**src/rtl/keypad_matrix_scan_if.sv**
```systemverilog
// Key-event stream from the keypad scanner to its consumer.
// The master presents the FIFO head; the slave accepts it with key_ready.
interface keypad_matrix_scan_if #(
  parameter int CW = 4
);
  logic [CW-1:0] key_code;
  logic          key_repeat;
  logic          key_valid;
  logic          key_ready;

  modport master (output key_code, output key_repeat, output key_valid, input key_ready);
  modport slave  (input key_code, input key_repeat, input key_valid, output key_ready);
endinterface

```
**src/rtl/keypad_matrix_scan.sv**
```systemverilog
// Matrix keypad scanner: drives one row low per slot, senses columns through a
// 2-flop synchroniser, classifies each full frame, debounces press/release,
// generates auto-repeat events and queues them in a small event FIFO.
module keypad_matrix_scan #(
  parameter int ROWS            = 4,
  parameter int COLS            = 4,
  parameter int SCAN_DIV        = 50000,
  parameter int DEBOUNCE_FRAMES = 3,
  parameter int REPEAT_DELAY    = 16,
  parameter int REPEAT_RATE     = 4,
  parameter int FIFO_DEPTH      = 8,
  localparam int CW             = $clog2(ROWS * COLS),
  localparam int FW             = $clog2(FIFO_DEPTH) + 1
) (
  input  logic                  clk,
  input  logic                  rst_n,
  output logic [ROWS-1:0]       keyb_row,
  input  logic [COLS-1:0]       keyb_col,
  input  logic                  repeat_en,
  keypad_matrix_scan_if.master  evt,
  output logic [FW-1:0]         fifo_count,
  output logic                  overflow,
  output logic                  multi_key
);
  localparam int DW  = $clog2(SCAN_DIV);
  localparam int RIW = $clog2(ROWS);
  localparam int DBW = $clog2(DEBOUNCE_FRAMES + 1);
  localparam int HW  = $clog2(REPEAT_DELAY + 1);
  localparam int RW  = $clog2(REPEAT_RATE + 1);
  localparam int AW  = $clog2(FIFO_DEPTH);

  typedef enum logic [1:0] {IDLE, PRESS_DB, HELD, RELEASE_DB} state_t;

  logic [COLS-1:0] col_s1_q, col_s1_d, col_s2_q, col_s2_d;
  logic [DW-1:0]   div_q, div_d;
  logic [RIW-1:0]  row_idx_q, row_idx_d;
  logic [1:0]      frame_n_q, frame_n_d;
  logic [CW-1:0]   frame_code_q, frame_code_d;
  state_t          state_q, state_d;
  logic [CW-1:0]   cand_q, cand_d;
  logic [DBW-1:0]  db_q, db_d, db_n;
  logic [HW-1:0]   held_q, held_d;
  logic [RW-1:0]   rate_q, rate_d, rate_n;
  logic            push_q, push_d, push_rep_q, push_rep_d;
  logic [CW-1:0]   push_code_q, push_code_d;
  logic            multi_q, multi_d, ovf_q, ovf_d;
  logic [AW-1:0]   wr_ptr_q, wr_ptr_d, rd_ptr_q, rd_ptr_d;
  logic [FW-1:0]   cnt_q, cnt_d;
  logic [CW:0]     mem_q [FIFO_DEPTH];
  logic [CW:0]     mem_d [FIFO_DEPTH];

  logic            sample, frame_end, match, fire, pop, full, wr_en;
  logic [1:0]      row_n, tot_n;
  logic [2:0]      sum_n;
  logic [CW-1:0]   row_col, row_code, tot_code;

  // Row drive: only the current row is pulled low
  always_comb begin
    keyb_row            = '1;
    keyb_row[row_idx_q] = 1'b0;
  end

  // Scan timing, column synchroniser and per-frame key accumulation
  always_comb begin
    col_s1_d     = keyb_col;
    col_s2_d     = col_s1_q;
    sample       = (div_q == DW'(SCAN_DIV - 1));
    frame_end    = sample && (row_idx_q == RIW'(ROWS - 1));
    row_n        = 2'd0;
    row_col      = '0;
    for (int c = 0; c < COLS; c++) begin
      if (!col_s2_q[c]) begin
        if (row_n != 2'd2) row_n = row_n + 2'd1;
        row_col = CW'(c);
      end
    end
    row_code     = CW'(row_idx_q) * CW'(COLS) + row_col;
    sum_n        = {1'b0, frame_n_q} + {1'b0, row_n};
    tot_n        = (sum_n >= 3'd2) ? 2'd2 : sum_n[1:0];
    tot_code     = (row_n != 2'd0) ? row_code : frame_code_q;
    div_d        = div_q + DW'(1);
    row_idx_d    = row_idx_q;
    frame_n_d    = frame_n_q;
    frame_code_d = frame_code_q;
    if (sample) begin
      div_d        = '0;
      row_idx_d    = (row_idx_q == RIW'(ROWS - 1)) ? '0 : row_idx_q + RIW'(1);
      frame_n_d    = tot_n;
      frame_code_d = tot_code;
    end
    if (frame_end) begin
      frame_n_d    = 2'd0;
      frame_code_d = '0;
    end
    multi_d = frame_end && (tot_n == 2'd2);
  end

  // Debounce / auto-repeat FSM, evaluated once per frame end
  always_comb begin
    state_d     = state_q;
    cand_d      = cand_q;
    db_d        = db_q;
    db_n        = db_q + DBW'(1);
    held_d      = held_q;
    rate_d      = rate_q;
    rate_n      = rate_q + RW'(1);
    fire        = 1'b0;
    push_d      = 1'b0;
    push_code_d = cand_q;
    push_rep_d  = 1'b0;
    match       = (tot_n == 2'd1) && (tot_code == cand_q);
    if (frame_end) begin
      case (state_q)
        IDLE: begin
          if (tot_n == 2'd1) begin
            cand_d      = tot_code;
            push_code_d = tot_code;
            if (DEBOUNCE_FRAMES == 1) begin
              push_d  = 1'b1;
              state_d = HELD;
              held_d  = '0;
              rate_d  = '0;
            end else begin
              state_d = PRESS_DB;
              db_d    = DBW'(1);
            end
          end
        end
        PRESS_DB: begin
          if (match) begin
            if (db_n == DBW'(DEBOUNCE_FRAMES)) begin
              push_d  = 1'b1;
              state_d = HELD;
              db_d    = '0;
              held_d  = '0;
              rate_d  = '0;
            end else begin
              db_d = db_n;
            end
          end else begin
            state_d = IDLE;
            db_d    = '0;
          end
        end
        HELD: begin
          if (match) begin
            // Count up to the initial delay, then pace repeats with the rate counter
            if (held_q != HW'(REPEAT_DELAY)) begin
              held_d = held_q + HW'(1);
              if (held_d == HW'(REPEAT_DELAY)) begin
                fire   = 1'b1;
                rate_d = '0;
              end
            end else if (rate_n == RW'(REPEAT_RATE)) begin
              fire   = 1'b1;
              rate_d = '0;
            end else begin
              rate_d = rate_n;
            end
            push_d     = fire && repeat_en;
            push_rep_d = 1'b1;
          end else if (DEBOUNCE_FRAMES == 1) begin
            state_d = IDLE;
          end else begin
            state_d = RELEASE_DB;
            db_d    = DBW'(1);
          end
        end
        RELEASE_DB: begin
          if (match) begin
            state_d = HELD;
            db_d    = '0;
          end else if (db_n == DBW'(DEBOUNCE_FRAMES)) begin
            state_d = IDLE;
            db_d    = '0;
          end else begin
            db_d = db_n;
          end
        end
        default: state_d = IDLE;
      endcase
    end
  end

  // Event FIFO: a push held while full is dropped unless the head leaves this cycle
  always_comb begin
    pop      = (cnt_q != '0) && evt.key_ready;
    full     = (cnt_q == FW'(FIFO_DEPTH));
    wr_en    = push_q && (!full || pop);
    ovf_d    = push_q && full && !pop;
    wr_ptr_d = wr_en ? wr_ptr_q + AW'(1) : wr_ptr_q;
    rd_ptr_d = pop ? rd_ptr_q + AW'(1) : rd_ptr_q;
    cnt_d    = cnt_q;
    if (wr_en && !pop)      cnt_d = cnt_q + FW'(1);
    else if (!wr_en && pop) cnt_d = cnt_q - FW'(1);
    mem_d = mem_q;
    if (wr_en) mem_d[wr_ptr_q] = {push_rep_q, push_code_q};
  end

  // Control state with asynchronous reset
  always_ff @(posedge clk or negedge rst_n) begin
    if (!rst_n) begin
      col_s1_q     <= '0;
      col_s2_q     <= '0;
      div_q        <= '0;
      row_idx_q    <= '0;
      frame_n_q    <= 2'd0;
      frame_code_q <= '0;
      state_q      <= IDLE;
      cand_q       <= '0;
      db_q         <= '0;
      held_q       <= '0;
      rate_q       <= '0;
      push_q       <= 1'b0;
      multi_q      <= 1'b0;
      ovf_q        <= 1'b0;
      wr_ptr_q     <= '0;
      rd_ptr_q     <= '0;
      cnt_q        <= '0;
    end else begin
      col_s1_q     <= col_s1_d;
      col_s2_q     <= col_s2_d;
      div_q        <= div_d;
      row_idx_q    <= row_idx_d;
      frame_n_q    <= frame_n_d;
      frame_code_q <= frame_code_d;
      state_q      <= state_d;
      cand_q       <= cand_d;
      db_q         <= db_d;
      held_q       <= held_d;
      rate_q       <= rate_d;
      push_q       <= push_d;
      multi_q      <= multi_d;
      ovf_q        <= ovf_d;
      wr_ptr_q     <= wr_ptr_d;
      rd_ptr_q     <= rd_ptr_d;
      cnt_q        <= cnt_d;
    end
  end

  // Event payload and FIFO storage carry no reset; validity comes from push_q / cnt_q
  always_ff @(posedge clk) begin
    push_code_q <= push_code_d;
    push_rep_q  <= push_rep_d;
    mem_q       <= mem_d;
  end

  assign evt.key_valid  = (cnt_q != '0);
  assign evt.key_code   = evt.key_valid ? mem_q[rd_ptr_q][CW-1:0] : '0;
  assign evt.key_repeat = evt.key_valid ? mem_q[rd_ptr_q][CW] : 1'b0;
  assign fifo_count     = cnt_q;
  assign overflow       = ovf_q;
  assign multi_key      = multi_q;
endmodule

```
**src/flat_wrapper.sv**
```systemverilog
// flat-port wrapper written by rule: the top's interface ports become plain ports
module keypad_matrix_scan_flat 
#(
  parameter int ROWS            = 4,
  parameter int COLS            = 4,
  parameter int SCAN_DIV        = 50000,
  parameter int DEBOUNCE_FRAMES = 3,
  parameter int REPEAT_DELAY    = 16,
  parameter int REPEAT_RATE     = 4,
  parameter int FIFO_DEPTH      = 8,
  localparam int CW             = $clog2(ROWS * COLS),
  localparam int FW             = $clog2(FIFO_DEPTH) + 1
)
  (clk, rst_n, keyb_row, keyb_col, repeat_en, fifo_count, overflow, multi_key, evt_key_code, evt_key_repeat, evt_key_valid, evt_key_ready);
  keypad_matrix_scan_if #(.CW(4)) evt_i ();
  input  logic clk;
  input  logic rst_n;
  output logic [ROWS-1:0] keyb_row;
  input  logic [COLS-1:0] keyb_col;
  input  logic repeat_en;
  output logic [FW-1:0] fifo_count;
  output logic overflow;
  output logic multi_key;
  output wire logic [$bits(evt_i.key_code)-1:0] evt_key_code;
  output wire logic [$bits(evt_i.key_repeat)-1:0] evt_key_repeat;
  output wire logic [$bits(evt_i.key_valid)-1:0] evt_key_valid;
  input wire logic [$bits(evt_i.key_ready)-1:0] evt_key_ready;
  assign evt_key_code = evt_i.key_code;
  assign evt_key_repeat = evt_i.key_repeat;
  assign evt_key_valid = evt_i.key_valid;
  assign evt_i.key_ready = evt_key_ready;
  keypad_matrix_scan #(.ROWS(ROWS), .COLS(COLS), .SCAN_DIV(SCAN_DIV), .DEBOUNCE_FRAMES(DEBOUNCE_FRAMES), .REPEAT_DELAY(REPEAT_DELAY), .REPEAT_RATE(REPEAT_RATE), .FIFO_DEPTH(FIFO_DEPTH)) u_core (.clk(clk), .rst_n(rst_n), .keyb_row(keyb_row), .keyb_col(keyb_col), .repeat_en(repeat_en), .evt(evt_i), .fifo_count(fifo_count), .overflow(overflow), .multi_key(multi_key));
endmodule
```
**config.mk**
```make
export PLATFORM = sky130hd
export DESIGN_NAME = keypad_matrix_scan_flat
export DESIGN_NICKNAME = d
export VERILOG_FILES = /design/src/rtl/keypad_matrix_scan_if.sv /design/src/rtl/keypad_matrix_scan.sv /design/src/flat_wrapper.sv
export SDC_FILE = /design/constraint.sdc
export NUM_CORES = 1
export LEC_CHECK = 0
export ABC_AREA = 1
export BUFFER_PORTS_ARGS = -buffer_cell sky130_fd_sc_hd__buf_2
export CORE_ASPECT_RATIO = 1.5
export CORE_MARGIN = 8
export CORE_UTILIZATION = 41
export CTS_BUF_LIST = sky130_fd_sc_hd__clkbuf_4 sky130_fd_sc_hd__clkbuf_8 sky130_fd_sc_hd__clkbuf_16
export DETAILED_ROUTE_END_ITERATION = 6
export MAX_ROUTING_LAYER = met4
export PLACE_DENSITY_LB_ADDON = 0.05
export SETUP_SLACK_MARGIN = 0.4
export SLEW_MARGIN = 0
export SYNTH_ARGS = -nofsm -noshare
export SYNTH_HDL_FRONTEND = slang
export SYNTH_SLANG_ARGS = --single-unit
```
**constraint.sdc**
```tcl
create_clock -name clk -period 4.05 [get_ports clk]
set_input_delay 0.81 -clock clk [delete_from_list [all_inputs] [get_ports clk]]
set_output_delay 0.81 -clock clk [all_outputs]
set_load 0.02 [all_outputs]
```
# ---- Yosys cells after proc, flatten, opt, wreduce, memory -nomap -nowiden
# Index checks and enable logic that the tools add are counted.
# W data, S select, Z words.
dict set report op_classes {
  addsub 14
  order_cmp 6
  n_eq_ne 25
  muxes 69
  n_bitwise 3
  n_reduce_logical 27
}
# op n
set ops {}
lappend ops {{$mux W2} 22}
lappend ops {{$bwmux W40} 1}
lappend ops {{$mux W4} 9}
lappend ops {{$mux W5} 7}
lappend ops {{$mux W3} 6}
lappend ops {{$add A16 B1 Y16 const B} 1}
lappend ops {{$eq A16 B16 Y1 const B} 1}
lappend ops {{$mux W16} 1}
lappend ops {{$pmux W2 S4} 2}
lappend ops {{$bmux W5 S3} 1}
lappend ops {{$demux W5 S3} 1}
lappend ops {{$mux W1} 15}
lappend ops {{$logic_and A1 B1 Y1} 12}
lappend ops {{$reduce_and A6 Y1} 2}
lappend ops {{$eq A2 B2 Y1 const B} 5}
lappend ops {{$ne A2 B1 Y1 const B} 5}
lappend ops {{$pmux W5 S2} 1}
lappend ops {{$add A3 B1 Y3 const B} 3}
lappend ops {{$add A2 B1 Y2 const B} 4}
lappend ops {{$ge A4 B4 Y1 const B} 2}
lappend ops {{$not A3 Y4} 2}
lappend ops {{$reduce_bool A2 Y1} 4}
lappend ops {{$ne A2 B2 Y1 const B} 3}
lappend ops {{$ne A3 B3 Y1 const B} 2}
lappend ops {{29 further kinds} 32}
dict set report word_totals {
  register_bits 106
  in_bits 8
  out_inout_bits 16
  word_cells 171
}

# ---- Longest topological paths before layout
dict set report logic_depth {
  depth_word 22
  mapped_depth 25
  ltp_nobuf 24
}

# ---- Least setup slack after synthesis
# No wires, ideal clock.
dict set report synth_path {
  path_kind {reg2reg}
  from {register u_core.col_s2_q[1]}
  to {register u_core.state_q[0]}
  setup_time_ns 0.120
  t_arrival_ns 2.930
  required_time_ns 3.930
  slack_ns 1.001
  path_stages_with_launch 26
  n_path_buf 1
  synth_period_minus_slack_ns 3.049
  cell_sequence {dfrtp_1 > inv_1 > ha_1 > nand2_1 > nand2_1 > inv_1 > ha_1 > or2_1 > nand2_4 > inv_1 > ha_1 > inv_1 > fa_1 > nand2_1 > inv_1 > nand2_1 > inv_1 > nand2_1 > nor2_4 > nand3_4 > buf_6 > nor2_2 > nor2_4 > nand2_2 > nand2_1 > o21ai_2}
}
dict set report synth_between {
  elab_chain_cells 14
  word_cells_on_any_way 29
  cone_classes {4 x add/sub; 1 x order compare; 8 x eq/ne; 13 x mux; 3 x reduce/logical}
}
# element line_no
set synth_rtl {}
lappend synth_rtl {{start, declared} keypad_matrix_scan.sv:34} ;# logic [COLS-1:0] col_s1_q, col_s1_d, col_s2_q, col_s2_d;
lappend synth_rtl {{start signal, assigned} keypad_matrix_scan.sv:222} ;# col_s2_q <= col_s2_d;
lappend synth_rtl {{$mux W2} keypad_matrix_scan.sv:72} ;# if (!col_s2_q[c]) begin
lappend synth_rtl {{$add A2 B1 Y2 or $ne A2 B2 Y1 (tied branches)} keypad_matrix_scan.sv:73} ;# if (row_n != 2'd2) row_n = row_n + 2'd1;
lappend synth_rtl {{$mux W2} keypad_matrix_scan.sv:73}
lappend synth_rtl {{$mux W2} keypad_matrix_scan.sv:72}
lappend synth_rtl {{$add A2 B1 Y2 or $ne A2 B2 Y1 (tied branches)} keypad_matrix_scan.sv:73}
lappend synth_rtl {{$mux W2} keypad_matrix_scan.sv:73}
lappend synth_rtl {{$mux W2} keypad_matrix_scan.sv:72}
lappend synth_rtl {{$add A2 B2 Y3} keypad_matrix_scan.sv:78} ;# sum_n = {1'b0, frame_n_q} + {1'b0, row_n};
lappend synth_rtl {{$ge A3 B2 Y1} keypad_matrix_scan.sv:79} ;# tot_n = (sum_n >= 3'd2) ? 2'd2 : sum_n[1:0];
lappend synth_rtl {{$mux W2} keypad_matrix_scan.sv:79}
lappend synth_rtl {{$eq A2 B1 Y1} {keypad_matrix_scan.sv:111, keypad_matrix_scan.sv:115}}
lappend synth_rtl {{$logic_and A1 B1 Y1} keypad_matrix_scan.sv:111} ;# match = (tot_n == 2'd1) && (tot_code == cand_q);
lappend synth_rtl {{$ne A3 B1 Y1 (no source line), or another cell as far along} --}
lappend synth_rtl {{$reduce_and A5 Y1 (no source line) or $pmux W2 S4 (tied branches)} --}
lappend synth_rtl {{end signal, assigned} keypad_matrix_scan.sv:227} ;# state_q <= state_d;
lappend synth_rtl {{end, declared} keypad_matrix_scan.sv:39} ;# state_t state_q, state_d;
# Parallel ways exist; a longest one is shown, timed or not.
# A chain may end at the register's enable or synchronous reset.

# ---- Worst setup path in the final report
dict set report layout_path {
  from {register u_core.col_s2_q[0]}
  to {register u_core.db_q[0]}
}
dict set report layout_between {
  elab_chain_cells 17
  word_cells_on_any_way 27
  cone_classes {4 x add/sub; 1 x order compare; 7 x eq/ne; 12 x mux; 3 x reduce/logical}
}
# element line_no
set layout_rtl {}
lappend layout_rtl {{$mux W1 (*)} keypad_matrix_scan.sv:72}
lappend layout_rtl {{$add A1 B1 Y2 or $ne A1 B2 Y1 (tied branches)} keypad_matrix_scan.sv:73}
lappend layout_rtl {{$mux W2} keypad_matrix_scan.sv:73}
lappend layout_rtl {{$mux W2 (*)} keypad_matrix_scan.sv:72}
lappend layout_rtl {{$add A2 B1 Y2 or $ne A2 B2 Y1 (tied branches)} keypad_matrix_scan.sv:73}
lappend layout_rtl {{$mux W2} keypad_matrix_scan.sv:73}
lappend layout_rtl {{$mux W2 (*)} keypad_matrix_scan.sv:72}
lappend layout_rtl {{$add A2 B1 Y2 or $ne A2 B2 Y1 (tied branches)} keypad_matrix_scan.sv:73}
lappend layout_rtl {{$mux W2} keypad_matrix_scan.sv:73}
lappend layout_rtl {{$mux W2 (*)} keypad_matrix_scan.sv:72}
lappend layout_rtl {{$add A2 B2 Y3} keypad_matrix_scan.sv:78}
lappend layout_rtl {{$ge A3 B2 Y1} keypad_matrix_scan.sv:79}
lappend layout_rtl {{$mux W2} keypad_matrix_scan.sv:79}
lappend layout_rtl {{$eq A2 B1 Y1} {keypad_matrix_scan.sv:111, keypad_matrix_scan.sv:115}}
lappend layout_rtl {{$logic_and A1 B1 Y1} keypad_matrix_scan.sv:111}
lappend layout_rtl {{$mux W2, or another cell as far along} keypad_matrix_scan.sv:170} ;# if (match) begin
lappend layout_rtl {{$pmux W2 S4 or $reduce_and A3 Y1 (tied branches)} --}
lappend layout_rtl {{end signal, assigned} keypad_matrix_scan.sv:211} ;# db_q <= '0;
lappend layout_rtl {{end signal, assigned} keypad_matrix_scan.sv:229} ;# db_q <= db_d;
lappend layout_rtl {{end, declared} keypad_matrix_scan.sv:41} ;# logic [DBW-1:0] db_q, db_d, db_n;
# Mark *: on every way between the ends. The rest lies on a longest branch, timed or not.

==> summary.md <==
| Metric | Value |
|---|---|
| Top-count cell post-synth | `nand2_1` |
| Synthesized Nets | `590` |
| CP endpoint kind | `flip-flop` |
| Top cells by area, synth | `dfrtp_1 (29%), edfxtp_1 (23%), nand2_1 (7.1%)` |
| Core Footprint | `around 12000 um2` |
| Synth async-reset ratio | `0.5755` |
| Commonest cells in the netlist | `nand2_1 (99), nor2_1 (79), inv_1 (71)` |
| I/O pins | `24` |
| Tot GR Track Use | `0.1418` |
| FF+latch count, synth | `approximately 110` |
| Final Skew | `between 0.01 and 0.015 ns` |
| Vias | `between 3000 and 4000` |
| Reg clk slew, reported paths | `approximately 0.07 ns` |
| Crit Reg-Reg Endpoint | `u_core.db_q[0]$_DFFE_PN0P_` |
| Starting density of the core | `0.4177` |
| DRT antenna net count | `0` |
| EDFF count, synth | `40` |
| Ys Warns | `0` |
| Post-DP HPWL | `between 8000 and 9000 um` |
| Worst-Skew Late Latency | `between 0.3 and 0.4 ns` |
| Final Cycle Share | `0.8228` |
| Pwr per Cell Area | `approximately 470 nW/um2` |
| Die W | `108.0 um` |
| Reg2Reg Depth | `24` |
| Die area | `roughly 17000 um2` |
| Die H | `153.9 um` |
| Final hold viol count | `0` |
| Initial drt markers | `around 120` |
| Endpoint, Worst Hold | `u_core.col_s2_q[0]$_DFF_PN0_` |
| Worst slew pin tran | `~0.65 ns` |
| Antenna fix cells | `0` |
| Peak VDD IR | `between 150 and 200 uV` |
| Clock root cell | `clkbuf_16` |
| GPL Wtd Cong | `about 0.8` |
| Max Fclk | `between 300 and 400 MHz` |
| Row cnt | `50` |
| Final Instance Count excl. Fillers | `750` |
| Synthesized cell area | `~5200 um2` |
| CTS max path bufs | `2` |
| Startpoint class of the critical path | `flip-flop` |
| Worst EP required | `4.28 ns` |
| Post-Route WL | `~11000 um` |
| CTS H-tree depth | `3` |
| Status | `completed` |
| P_leak | `2.572 nW` |
| Time the worst path needs with I/O delays and setup | `3.332 ns` |
| CTS tree | `done` |
| Hold Crit Class | `flip-flop to flip-flop` |
| First-pass GRT wire length | `~18000 um` |
| Distinct cell type count after synthesis | `42` |
| Mapped Avg Cell Area | `between 9 and 10 um2` |
| Cts-stage hold buffer count | `0` |
| Nets | `621` |
| CTS Buf Count | `9` |
| DRC violations left | `0` |
| Final global-route overflow total | `0` |
| Worst slew margin | `0.5694` |
| Vias/cell | `4.951` |
| Syn Inst Count | `558` |
| Maxcap violations | `0` |
| R2r setup slk | `around 0.7 ns` |
| Hold path cells | `0` |
| Yosys top cell area share | `0.2936` |
| CTS sink count | `106` |
| Share of cells above drive strength 1 | `0.1246` |
| # setup viols final | `0` |
| Reg2reg start | `u_core.col_s2_q[0]$_DFF_PN0_` |
| Storage cell area | `approximately 2800 um2` |
| WP data arrival | `approximately 3.6 ns` |
| Sequential share of the synthesized area | `0.5438` |
| Multi-input gate area | `around 2100 um2` |
| Fillers | `1219` |
| Synth area leader | `dfrtp_1` |
| Largest net degree at the start of global routing | `28` |
| Initial antenna violation count | `0` |
| 1st-pass router iterations | `4` |
| Post-DR wirelength/cell | `14.40 um` |
| Vias in the first global route | `3745` |
| Crit Path Max Fanout | `8` |
| Setup tns final | `0 ns` |
| Main synth FF type | `dfrtp_1` |
| Crit Path Category | `flip-flop to flip-flop` |
| Port bufs | `23` |
| Hold_sp | `u_core.col_s1_q[0]$_DFF_PN0_` |
| RSZ-0062 raised after global routing | `no` |
| Dpl cells | `729` |
| Final max-slew violation count | `0` |
| Area Overhead vs Synth | `12.20%` |
[worst max-delay path: stages, from the launching register on]
cell and delay, ns:
dfrtp_1 0.36, inv_1 0.05, ha_1 0.28, nand2_1 0.08
nand2_1 0.05, inv_1 0.05, ha_1 0.13, or2_1 0.13
nand2_4 0.11, inv_1 0.07, ha_1 0.14, inv_1 0.05
fa_1 0.51, nand2_1 0.05, inv_1 0.09, nand2_1 0.09
inv_1 0.07, nand2_1 0.08, nor2_4 0.16, nand3_4 0.13
buf_4 0.16, o21ai_2 0.16, nor2_1 0.09, nand2_1 0.06
nand2_1 0.05
[worst max path at each step]
stage                                 start                       endpoint  slack [ns]  cells past startpoint
6_report       u_core.col_s2_q[0]$_DFF_PN0_     u_core.db_q[0]$_DFFE_PN0P_        0.72                     24
5_1_grt        u_core.col_s2_q[1]$_DFF_PN0_   u_core.held_q[2]$_DFFE_PN0P_        0.39                     23
4_1_cts        u_core.col_s2_q[0]$_DFF_PN0_   u_core.held_q[4]$_DFFE_PN0P_        0.61                     23
3_5_place_dp   u_core.col_s2_q[0]$_DFF_PN0_   u_core.held_q[4]$_DFFE_PN0P_        0.66                     23
3_3_place_gp   u_core.col_s2_q[0]$_DFF_PN0_   u_core.held_q[4]$_DFFE_PN0P_        0.77                     23
2_1_floorplan  u_core.col_s2_q[1]$_DFF_PN0_  u_core.state_q[0]$_DFFE_PN0P_        1.00                     25
[cell families after synthesis]
kind of cell | count (synthesis) | synth area share
flip-flops | 106 | 0.5438
XOR/XNOR | 12 | 0.02021
adder cells (fa/ha/maj) | 24 | 0.06063
AND/OR/NAND/NOR | 257 | 0.2293
buffers and inverters | 84 | 0.06208
AO/OA/AOI/OAI | 75 | 0.08398
[cells in the final DEF, fill, tap and decap left out, types with 3 or more instances in the layout]
| cell | synthesis | layout |
|---|---|---|
| nand2_4 | 2 | 3 |
| nand3_2 | 2 | 4 |
| or2_1 | 3 | 3 |
| o22ai_1 | 7 | 7 |
| nor3b_1 | 3 | 3 |
| nor2_4 | 3 | 3 |
| nand2_2 | 8 | 7 |
| nand3_1 | 23 | 22 |
| xor2_1 | 9 | 9 |
| dfxtp_1 | 5 | 5 |
| inv_1 | 71 | 71 |
| nor2_1 | 79 | 79 |
| buf_4 | 0 | 7 |
| xnor2_1 | 3 | 3 |
| o21ai_0 | 46 | 46 |
| buf_2 | 0 | 23 |
| nand2_1 | 99 | 99 |
| nor3_1 | 7 | 7 |
| dfrtp_1 | 61 | 61 |
| o21ai_2 | 3 | 3 |
| a31oi_1 | 5 | 5 |
| nor4_1 | 3 | 3 |
| nand4_1 | 19 | 19 |
| edfxtp_1 | 40 | 40 |
| clkbuf_16 | 0 | 9 |
| a21oi_1 | 5 | 5 |
| ha_1 | 22 | 22 |
[registers in the layout, indices dropped and copies added, names as in the netlist, 2 cells and up, named ones only]
| register | count |
|---|---|
| u_core.cand_q | 4 |
| u_core.col_s1_q | 4 |
| u_core.col_s2_q | 4 |
| u_core.db_q | 2 |
| u_core.div_q | 16 |
| u_core.fifo_count | 4 |
| u_core.frame_code_q | 4 |
| u_core.frame_n_q | 2 |
| u_core.held_q | 5 |
| u_core.mem_q | 40 |
| u_core.push_code_q | 4 |
| u_core.rate_q | 3 |
| u_core.rd_ptr_q | 3 |
| u_core.row_idx_q | 2 |
| u_core.wr_ptr_q | 3 |
[final cells by class]
class	count	share of cell area
multi-input cells	369	0.3547
flip-flops and latches	106	0.4847
repair buffers	30	0.02874
well taps	156	0.03345
inverters	73	0.04697
clock inverters	5	0.01029
clock buffers	11	0.04118
[per-layer routing]
metal / track usage / wire (um) / part of all wire
met1: 0.1506 / 4488 / 0.42
met2: 0.2480 / 5822 / 0.54
met3: 0.02259 / 209 / 0.019
met4: 0.06707 / 278 / 0.026
met5: - / 0 / 0
[power by group]
part | internal (mW) | switching, mW | total [mW]
clock network | 0.497 | 0.393 | 0.890
registers | 1.15 | 0.0527 | 1.20
logic | 0.222 | 0.430 | 0.653
[stage by stage]
step                      power, mW  hold slack (ns)  instance area, um2  setup slack, ns  utilization
after floorplan               1.693           0.3312                5200            1.001            -
after global placement        1.884           0.3332                5484           0.7750       0.4405
after global routing          2.906           0.3584                5834           0.3904       0.4686
after detailed placement      1.890           0.3364                5484           0.6611       0.4405
after CTS                     2.789           0.3528                5784           0.6117       0.4646
final                         2.744           0.3503                5834           0.7176       0.4686
[timing repair]
| action | 4_1_cts | 5_1_grt |
|---|---|---|
| buffers inserted | 0 | 4 |
| hold endpoints to repair | 0 | 0 |
| endpoints found under the setup margin | 0 | 7 |
| resized for setup | 0 | 2 |
No activity file was read; power rests on OpenSTA's default activity.
